**src/rtl/datapath_control_unit_pkg.sv**
```systemverilog
// cu_pkg: shared state, class, select-encoding, ALU function and branch condition constants
package cu_pkg;
    typedef enum logic [1:0] {
        ST_FETCH   = 2'd0,
        ST_DECODE  = 2'd1,
        ST_EXECUTE = 2'd2,
        ST_HALT    = 2'd3
    } state_t;

    localparam logic [2:0] CL_ALU_REG  = 3'b000;
    localparam logic [2:0] CL_ALU_IMM  = 3'b001;
    localparam logic [2:0] CL_LOAD     = 3'b010;
    localparam logic [2:0] CL_STORE    = 3'b011;
    localparam logic [2:0] CL_BRANCH   = 3'b100;
    localparam logic [2:0] CL_JUMP_REG = 3'b101;
    localparam logic [2:0] CL_NOP      = 3'b110;
    localparam logic [2:0] CL_HALT     = 3'b111;

    localparam logic [2:0] DS_ALU = 3'd0;
    localparam logic [2:0] DS_B   = 3'd1;
    localparam logic [2:0] DS_PC  = 3'd2;
    localparam logic [2:0] DS_MEM = 3'd3;

    localparam logic [1:0] PS_HOLD = 2'b00;
    localparam logic [1:0] PS_INC  = 2'b01;
    localparam logic [1:0] PS_LOAD = 2'b10;
    localparam logic [1:0] PS_REL  = 2'b11;

    localparam logic AS_PC  = 1'b0;
    localparam logic AS_ALU = 1'b1;

    localparam logic [4:0] FS_ADD = 5'b00010;
    localparam logic [4:0] FS_SUB = 5'b11000;

    localparam logic [3:0] CC_AL = 4'd0;
    localparam logic [3:0] CC_Z  = 4'd1;
    localparam logic [3:0] CC_NZ = 4'd2;
    localparam logic [3:0] CC_N  = 4'd3;
    localparam logic [3:0] CC_NN = 4'd4;
    localparam logic [3:0] CC_C  = 4'd5;
    localparam logic [3:0] CC_V  = 4'd6;
endpackage

```
**src/rtl/datapath_control_unit_cond_eval.sv**
```systemverilog
// cu_cond_eval: branch condition evaluation against status flags {V,C,N,Z}
module cu_cond_eval
    import cu_pkg::*;
(
    input  logic [3:0] sf,
    input  logic [3:0] cond,
    output logic       take
);
    always_comb
        take = cond == CC_AL ? 1'b1   :
               cond == CC_Z  ? sf[0]  :
               cond == CC_NZ ? !sf[0] :
               cond == CC_N  ? sf[1]  :
               cond == CC_NN ? !sf[1] :
               cond == CC_C  ? sf[2]  :
               cond == CC_V  ? sf[3]  : 1'b0;
endmodule

```
**src/rtl/datapath_control_unit.sv**
```systemverilog
// datapath_control_unit: fetch/decode/execute sequencer for datapath_core
// CU_SINGLE_STEP_EN: FETCH waits for a cycle with step=1 before fetching.
module datapath_control_unit
    import cu_pkg::*;
#(
    parameter int IMM_W = 14
) (
    input  logic        clk,
    input  logic        rst,
    input  logic [31:0] ir,
    input  logic [3:0]  sf,
    input  logic        step,
    output logic        as_o,
    output logic [2:0]  ds,
    output logic [1:0]  ps,
    output logic        pc_sel,
    output logic        k_sel,
    output logic        il,
    output logic        sl,
    output logic        mw,
    output logic        rw,
    output logic [4:0]  fs,
    output logic        c0,
    output logic [4:0]  da,
    output logic [4:0]  sa,
    output logic [4:0]  sb,
    output logic [63:0] k,
    output logic [63:0] cu,
    output logic        halted,
    output logic [1:0]  state_o
);
    state_t            state;
    logic              take;
    logic              go;
    logic [2:0]        cls;
    logic [IMM_W-1:0]  imm;

    assign cls = ir[31:29];
    assign imm = ir[IMM_W-1:0];

`ifdef CU_SINGLE_STEP_EN
    assign go = step;
`else
    logic unused_step;
    assign unused_step = step;
    assign go = 1'b1;
`endif

    cu_cond_eval u_cond (
        .sf  (sf),
        .cond(ir[22:19]),
        .take(take)
    );

    always_ff @(posedge clk or posedge rst)
        if (rst)
            state <= ST_FETCH;
        else
            case (state)
                ST_FETCH:   state <= go ? ST_DECODE : ST_FETCH;
                ST_DECODE:  state <= ST_EXECUTE;
                ST_EXECUTE: state <= cls == CL_HALT ? ST_HALT : ST_FETCH;
                default:    state <= ST_HALT;
            endcase

    always_comb begin
        as_o   = AS_PC;
        ds     = DS_ALU;
        ps     = PS_HOLD;
        pc_sel = 1'b0;
        k_sel  = 1'b0;
        il     = 1'b0;
        sl     = 1'b0;
        mw     = 1'b0;
        rw     = 1'b0;
        fs     = '0;
        c0     = 1'b0;
        case (state)
            ST_FETCH: begin
                ds = DS_MEM;
                il = go;
                ps = go ? PS_INC : PS_HOLD;
            end
            ST_EXECUTE:
                case (cls)
                    CL_ALU_REG, CL_ALU_IMM: begin
                        k_sel = cls == CL_ALU_IMM;
                        rw    = 1'b1;
                        sl    = 1'b1;
                        fs    = ir[28:24];
                        c0    = (ir[28:24] & FS_SUB) == FS_SUB;
                    end
                    CL_LOAD: begin
                        fs    = FS_ADD;
                        k_sel = 1'b1;
                        as_o  = AS_ALU;
                        ds    = DS_MEM;
                        rw    = 1'b1;
                    end
                    CL_STORE: begin
                        fs    = FS_ADD;
                        k_sel = 1'b1;
                        as_o  = AS_ALU;
                        ds    = DS_B;
                        mw    = 1'b1;
                    end
                    CL_BRANCH: begin
                        pc_sel = 1'b1;
                        ps     = take ? PS_REL : PS_HOLD;
                    end
                    CL_JUMP_REG: ps = PS_LOAD;
                    default: ;
                endcase
            default: ;
        endcase
        // reset is asynchronous, so gate enables directly to drop in-flight writes
        if (rst) begin
            il = 1'b0;
            sl = 1'b0;
            mw = 1'b0;
            rw = 1'b0;
            ps = PS_HOLD;
        end
    end

    always_comb
        k = cls == CL_BRANCH ? {{(64-IMM_W){imm[IMM_W-1]}}, imm} :
            (cls == CL_ALU_IMM || cls == CL_LOAD || cls == CL_STORE) ? {{(64-IMM_W){1'b0}}, imm} : '0;

    assign da      = ir[23:19];
    assign sa      = ir[18:14];
    assign sb      = ir[13:9];
    assign cu      = '0;
    assign halted  = state == ST_HALT;
    assign state_o = state;
endmodule
```
**config.mk**
```make
export PLATFORM = sky130hd
export DESIGN_NAME = datapath_control_unit
export DESIGN_NICKNAME = d
export VERILOG_FILES = /design/src/rtl/datapath_control_unit_pkg.sv /design/src/rtl/datapath_control_unit_cond_eval.sv /design/src/rtl/datapath_control_unit.sv
export SDC_FILE = /design/constraint.sdc
export NUM_CORES = 1
export LEC_CHECK = 0
export BUFFER_PORTS_ARGS = -buffer_cell sky130_fd_sc_hd__buf_2
export CAP_MARGIN = 25
export CORE_AREA = 2 2 79 81
export DETAILED_ROUTE_END_ITERATION = 10
export DIE_AREA = 0 0 81 83
export PLACE_DENSITY_LB_ADDON = 0.12
export SKIP_LAST_GASP = 1
export SLEW_MARGIN = 10
export SYNTH_ARGS = -nofsm -noshare
export SYNTH_HDL_FRONTEND = slang
export SYNTH_SLANG_ARGS = --single-unit
export TNS_END_PERCENT = 50
```
**constraint.sdc**
```tcl
create_clock -name clk -period 3.6 [get_ports clk]
set_input_delay 1.08 -clock clk [delete_from_list [all_inputs] [get_ports clk]]
set_output_delay 1.08 -clock clk [all_outputs]
set_load 0.02 [all_outputs]
```
# After elaboration in Yosys (flattened, before gate mapping)
# Cells that the tools add are included.
# totals
regBits	2
latchBits	0
ramBits	0
romBits	0
inputBits	39
out_inout_bits	164
elab_cells	65
n_memories	0
# op_classes
n_addsub	0
mul	0
div	0
magnitude_cmp	0
n_eq_ne	16
shift	0
n_mux	38
bitwise	0
reduce_logical	10
# ops
op	n
2-to-1 mux 64 bit	1
2-to-1 mux 1 bit	25
one-hot mux 2 bit (2 select lines)	4
2-to-1 mux 14 bit	1
equality test 4 x 3 -> 1 bit, second input constant	3
one-hot mux 5 bit (2 select lines)	1
equality test 3 bit, second input constant	3
equality test 4 x 2 -> 1 bit, second input constant	2
equality test 2 bit, second input constant	3
equality test 3 x 2 -> 1 bit, second input constant	2
2-to-1 mux 2 bit	3
one-hot mux 2 bit (3 select lines)	1
2-to-1 mux 5 bit	1
equality test 4 x 1 -> 1 bit, second input constant	1
logical NOT 4 bit	1
OR reduction 2 bit	2
equality test 3 x 1 -> 1 bit, second input constant	1
logical NOT 3 bit	1
OR reduction 3 bit	1
equality test 2 x 1 -> 1 bit, second input constant	1
logical NOT 1 bit	2
logical NOT 2 bit	1
logical OR 1 bit	2
one-hot mux 1 bit (2 select lines)	1

# Longest topological paths before layout
# depth
ltp_word	12
depth_mapped	4
depth_no_buf	4

# Cells and area by module
# Synthesis repeated with hierarchy kept, for this count alone.
# hier_totals
hier_cells	202
hier_area_um2	1460.2
# by_module_without_submodules
module	n_inst	cells_per_inst	area_per_inst_um2
datapath_control_unit	1	192	1395.1
cu_cond_eval	1	10	65.1

# Least setup slack after synthesis
# Ideal clock, no wire load.
# synth_path
kind	input-to-output
startpoint	input port ir[31]
endpoint	output port k[15]
arrival_ns	2.748
setup_slack_ns	-0.228
cell_stages	3
n_path_buf	2
cell_sequence	clkbuf_1 and3_1 buf_4
# synth_via
elab_chain_len	2
# synth_rtl
item	line	rtl
start: declaration	datapath_control_unit.sv:10	input logic [31:0] ir,
equality test 3 bit	datapath_control_unit.sv:127	k = cls == CL_BRANCH ? {{(64-IMM_W){imm[IMM_W-1]}}, imm} :
2-to-1 mux 64 bit	datapath_control_unit.sv:127	
end: declaration	datapath_control_unit.sv:27	output logic [63:0] k,
# No other way between the ends.

# Final worst setup path
# layout_path
startpoint	input port ir[31]
endpoint	output port ps[0]
# layout_via
elab_chain_len	4
elab_cells_between_ends	5
# layout_rtl
item	line	rtl
equality test 3 bit	datapath_control_unit.sv:85	case (cls)
one-hot mux 2 bit (2 select lines) *	datapath_control_unit.sv:85	
one-hot mux 2 bit (2 select lines) *	datapath_control_unit.sv:78	case (state)
2-to-1 mux 2 bit *	datapath_control_unit.sv:117	if (rst) begin
end: declaration	datapath_control_unit.sv:15	output logic [1:0] ps,
# Every way passes the cells marked *; elsewhere a longest branch is shown, timed or not.

==> metrics.md <==
| Metric | Value |
|---|---|
| Non-filler cells, final | `332` |
| Yosys cell types | `30` |
| Clock Tree Root | `clkbuf_8` |
| Largest net degree at the start of global routing | `51` |
| XOR/XNOR share of the synthesized area | `0.616%` |
| Area Overhead vs Synth | `3.78%` |
| ANT cells | `0` |
| Crit path depth | `6` |
| Vias post-DR | `1117` |
| Cell Area, Synth | `1420 sq um` |
| Required time of the critical path | `2.52 ns` |
| Synth Area in Compound Gates | `5.99%` |
| Worst Path Max Fanout | `7` |
| Seq/Total Area, Yosys | `3.52%` |
| Worst setup EP type | `primary output` |
| Initial DRC count | `18` |
| Setup CP Type | `in -> out` |
| Placed insts | `329` |
| Pwr/cell area | `336 nW/um^2` |
| Crit path launch | `ir[31]` |
| Final slew viol count | `0` |
| Final Hold Vio Count | `0` |
| Max Fclk | `0.300 GHz` |
| Drt pass-1 iters | `4` |
| Num CTS Buffers | `3` |
| CP arrival | `2.25 ns` |
| Register Area | `50.0 sq um` |
| Number of flip-flops under the largest register name | `2` |
| First-pass GRT wire length | `3.96 mm` |
| Die height | `83 um` |
| Total global-route track usage | `7.24%` |
| Synth warn | `0` |
| Number of H-tree levels | `1` |
| HPWL after detailed placement | `2.58 mm` |
| Clock Sinks | `2` |
| Total routed wirelength | `2.93 mm` |
| RSZ-0062 raised after global routing | `no` |
| I/O pin count | `203` |
| Port-buffer cells | `124` |
| MaxCap Viol Count | `0` |
| Worst path bufs/invs | `2` |
| Reg2reg path depth | `3` |
| Synth Instances | `196` |
| Core area | `5820 sq um` |
| Synth Area per Inst | `7.25 sq um` |
| Vias in the first global route | `804` |
| Die X | `81 um` |
| Via density | `3.36` |
| Largest family of logic cells by synthesized area | `buffers and inverters` |
| Final net count | `298` |
| Maximum clock path buffer count | `2` |
| RR Endpoint | `state_o[0]$_DFF_PP0_` |
| Initial antenna violation count | `0` |
| Reg2reg setup slack | `2.44 ns` |
| Multi-input logic area | `627 sq um` |
| Status | `finished clean` |
| Post-route DRC violation count | `0` |
| Row count | `28` |
| Synth Register Bits | `2` |
| GRT overflow | `0` |
| Final setup viols | `0` |
| Worst skew pair latency | `0.21 ns` |
| Placer Congestion | `0.687` |
| Mux contribution to synthesized area | `0%` |
| Routed len/inst | `8.82 um` |
| CTS tree | `built` |
| Adder-Cell Fraction of Synth Area | `0%` |
| Min Clock Period, post-route | `3.33 ns` |
| Max incr delay on CP | `0.41 ns` |
| Crit path launch type | `input pin` |
| Antenna-violating nets left | `0` |
| Initial Util | `24.4%` |
| Layout cell share with drive strength beyond 1 | `54.5%` |
| CTS clk-pin slew, worst paths | `0.03 ns` |
| Clock Skew | `0.000640 ns` |
| CP max stage cell | `or3b_1` |
| Post-CTS Setup Inserts | `0` |
| Fin crit share | `92.6%` |
| # fillers | `684` |
| Total Neg Setup Slack | `0 ns` |
| Leak | `1.02 nW` |
| Peak VDD IR | `0.316 mV` |
| Delay-heaviest family, CP | `simple AND/OR/NAND/NOR gates` |
| Hold Crit Class | `reg -> reg` |
| Cell mode on critical path | `buf_2` |
| Worst Setup EP | `ps[0]` |
| DIE AREA | `6720 sq um` |
| Post-Synth Simple-Gate Area | `19.7%` |
| Crit-path cells | `buf_2 > or3b_1 > nor2_2 > o31ai_2 > a211oi_2 > buf_2` |
| R2r startpoint | `state_o[0]$_DFF_PP0_` |
## repair_timing
item / in CTS / in global routing
setup endpoints to repair: 0 / 1
hold buffers: 0 / 0
gates resized for setup: 0 / 1
## placed cells by master, fill, tap and decap left out, drive strengths merged, types with 2 or more instances in the layout
master / instances
nand4b: 2
conb: 65
and2: 19
nand2: 2
nor2: 6
nor3: 4
clkbuf: 3
a21oi: 5
inv: 2
and3: 2
nand2b: 2
dfrtp: 2
or2: 2
buf: 127
a211oi: 2
## where the power goes
part	internal [mW]	total (mW)	leakage, nW	switching, mW
registers	0.0337	0.0595	0.0220	0.0258
logic	0.106	0.346	0.975	0.241
clock network	0.0708	0.0895	0.0216	0.0187
total	0.210	0.495	1.02	0.285
## cell type report
type,instances,area share [%]
sequential,2,3.39
multi-input combinational,123,42.5
tap,75,6.36
timing repair buffer,127,44.4
clock buffer,3,2.80
inverter,2,0.509
## worst min-delay path by stage
stage	start	end	slack [ns]	depth (start not counted)
floorplan	state_o[1]$_DFF_PP0_	state_o[0]$_DFF_PP0_	0.68	2
global placement	state_o[0]$_DFF_PP0_	state_o[0]$_DFF_PP0_	0.66	1
detailed placement	state_o[1]$_DFF_PP0_	state_o[0]$_DFF_PP0_	0.66	2
CTS	state_o[1]$_DFF_PP0_	state_o[0]$_DFF_PP0_	0.66	2
global route	state_o[1]$_DFF_PP0_	state_o[0]$_DFF_PP0_	0.71	2
finish	state_o[0]$_DFF_PP0_	state_o[0]$_DFF_PP0_	0.64	1
## cell families after synthesis
| group | count (synthesis) |
|---|---|
| compound gates | 11 |
| xor+xnor | 1 |
| buf+inv | 135 |
| flops | 2 |
| other cells | 1 |
| simple gates | 46 |
## through the flow
stage | power, mW | hold WS [ns] | utilization, % | area, sq um | setup slack, ns
CTS | 0.503 | 0.664 | 25.2 | 1470 | 0.129
global placement | 0.410 | 0.657 | 24.5 | 1430 | 0.138
finish | 0.495 | 0.643 | 25.4 | 1480 | 0.267
detailed placement | 0.409 | 0.658 | 24.5 | 1430 | 0.128
global route | 0.535 | 0.705 | 25.4 | 1480 | 0.183
floorplan | 0.389 | 0.681 | - | 1660 | 0.235
## per-layer routing
layer | track usage, % | vias up | share of wire [%]
met3 | 0.978 | 7 | 13
met4 | 3.70 | 0 | 1.8
li1 | - | 543 | -
met1 | 7.02 | 475 | 31
met5 | 0 | - | 0
met2 | 14.2 | 92 | 54
## synth_stat cells, drive strengths merged
library cell / instances / area (sq um)
nand3b: 1 / 7.51
xnor2: 1 / 8.76
nand3: 1 / 5.00
dfrtp: 2 / 50.1
nor3b: 1 / 7.51
and2: 19 / 119
a41o: 1 / 11.3
or3b: 1 / 8.76
inv: 2 / 7.51
a211oi: 2 / 25.0
nor3: 4 / 20.0
nand2: 2 / 7.51
o21ai: 1 / 5.00
nor2b: 1 / 6.26
buf: 130 / 973
nand2b: 2 / 12.5
nand4b: 2 / 17.5
conb: 1 / 3.75
or2: 2 / 12.5
o31ai: 1 / 12.5
clkbuf: 3 / 12.5
and3: 2 / 12.5
a21oi: 5 / 25.0
or2b: 1 / 7.51
a31oi: 1 / 6.26
or3: 1 / 11.3
nor2: 6 / 25.0
## worst register-to-register path: stages (launching register included)
cell	delay, ns
dfrtp_1	0.45
nand2b_1	0.31
a31oi_1	0.20
a21oi_1	0.06
Note: power is estimated with default switching activity, not from simulation.
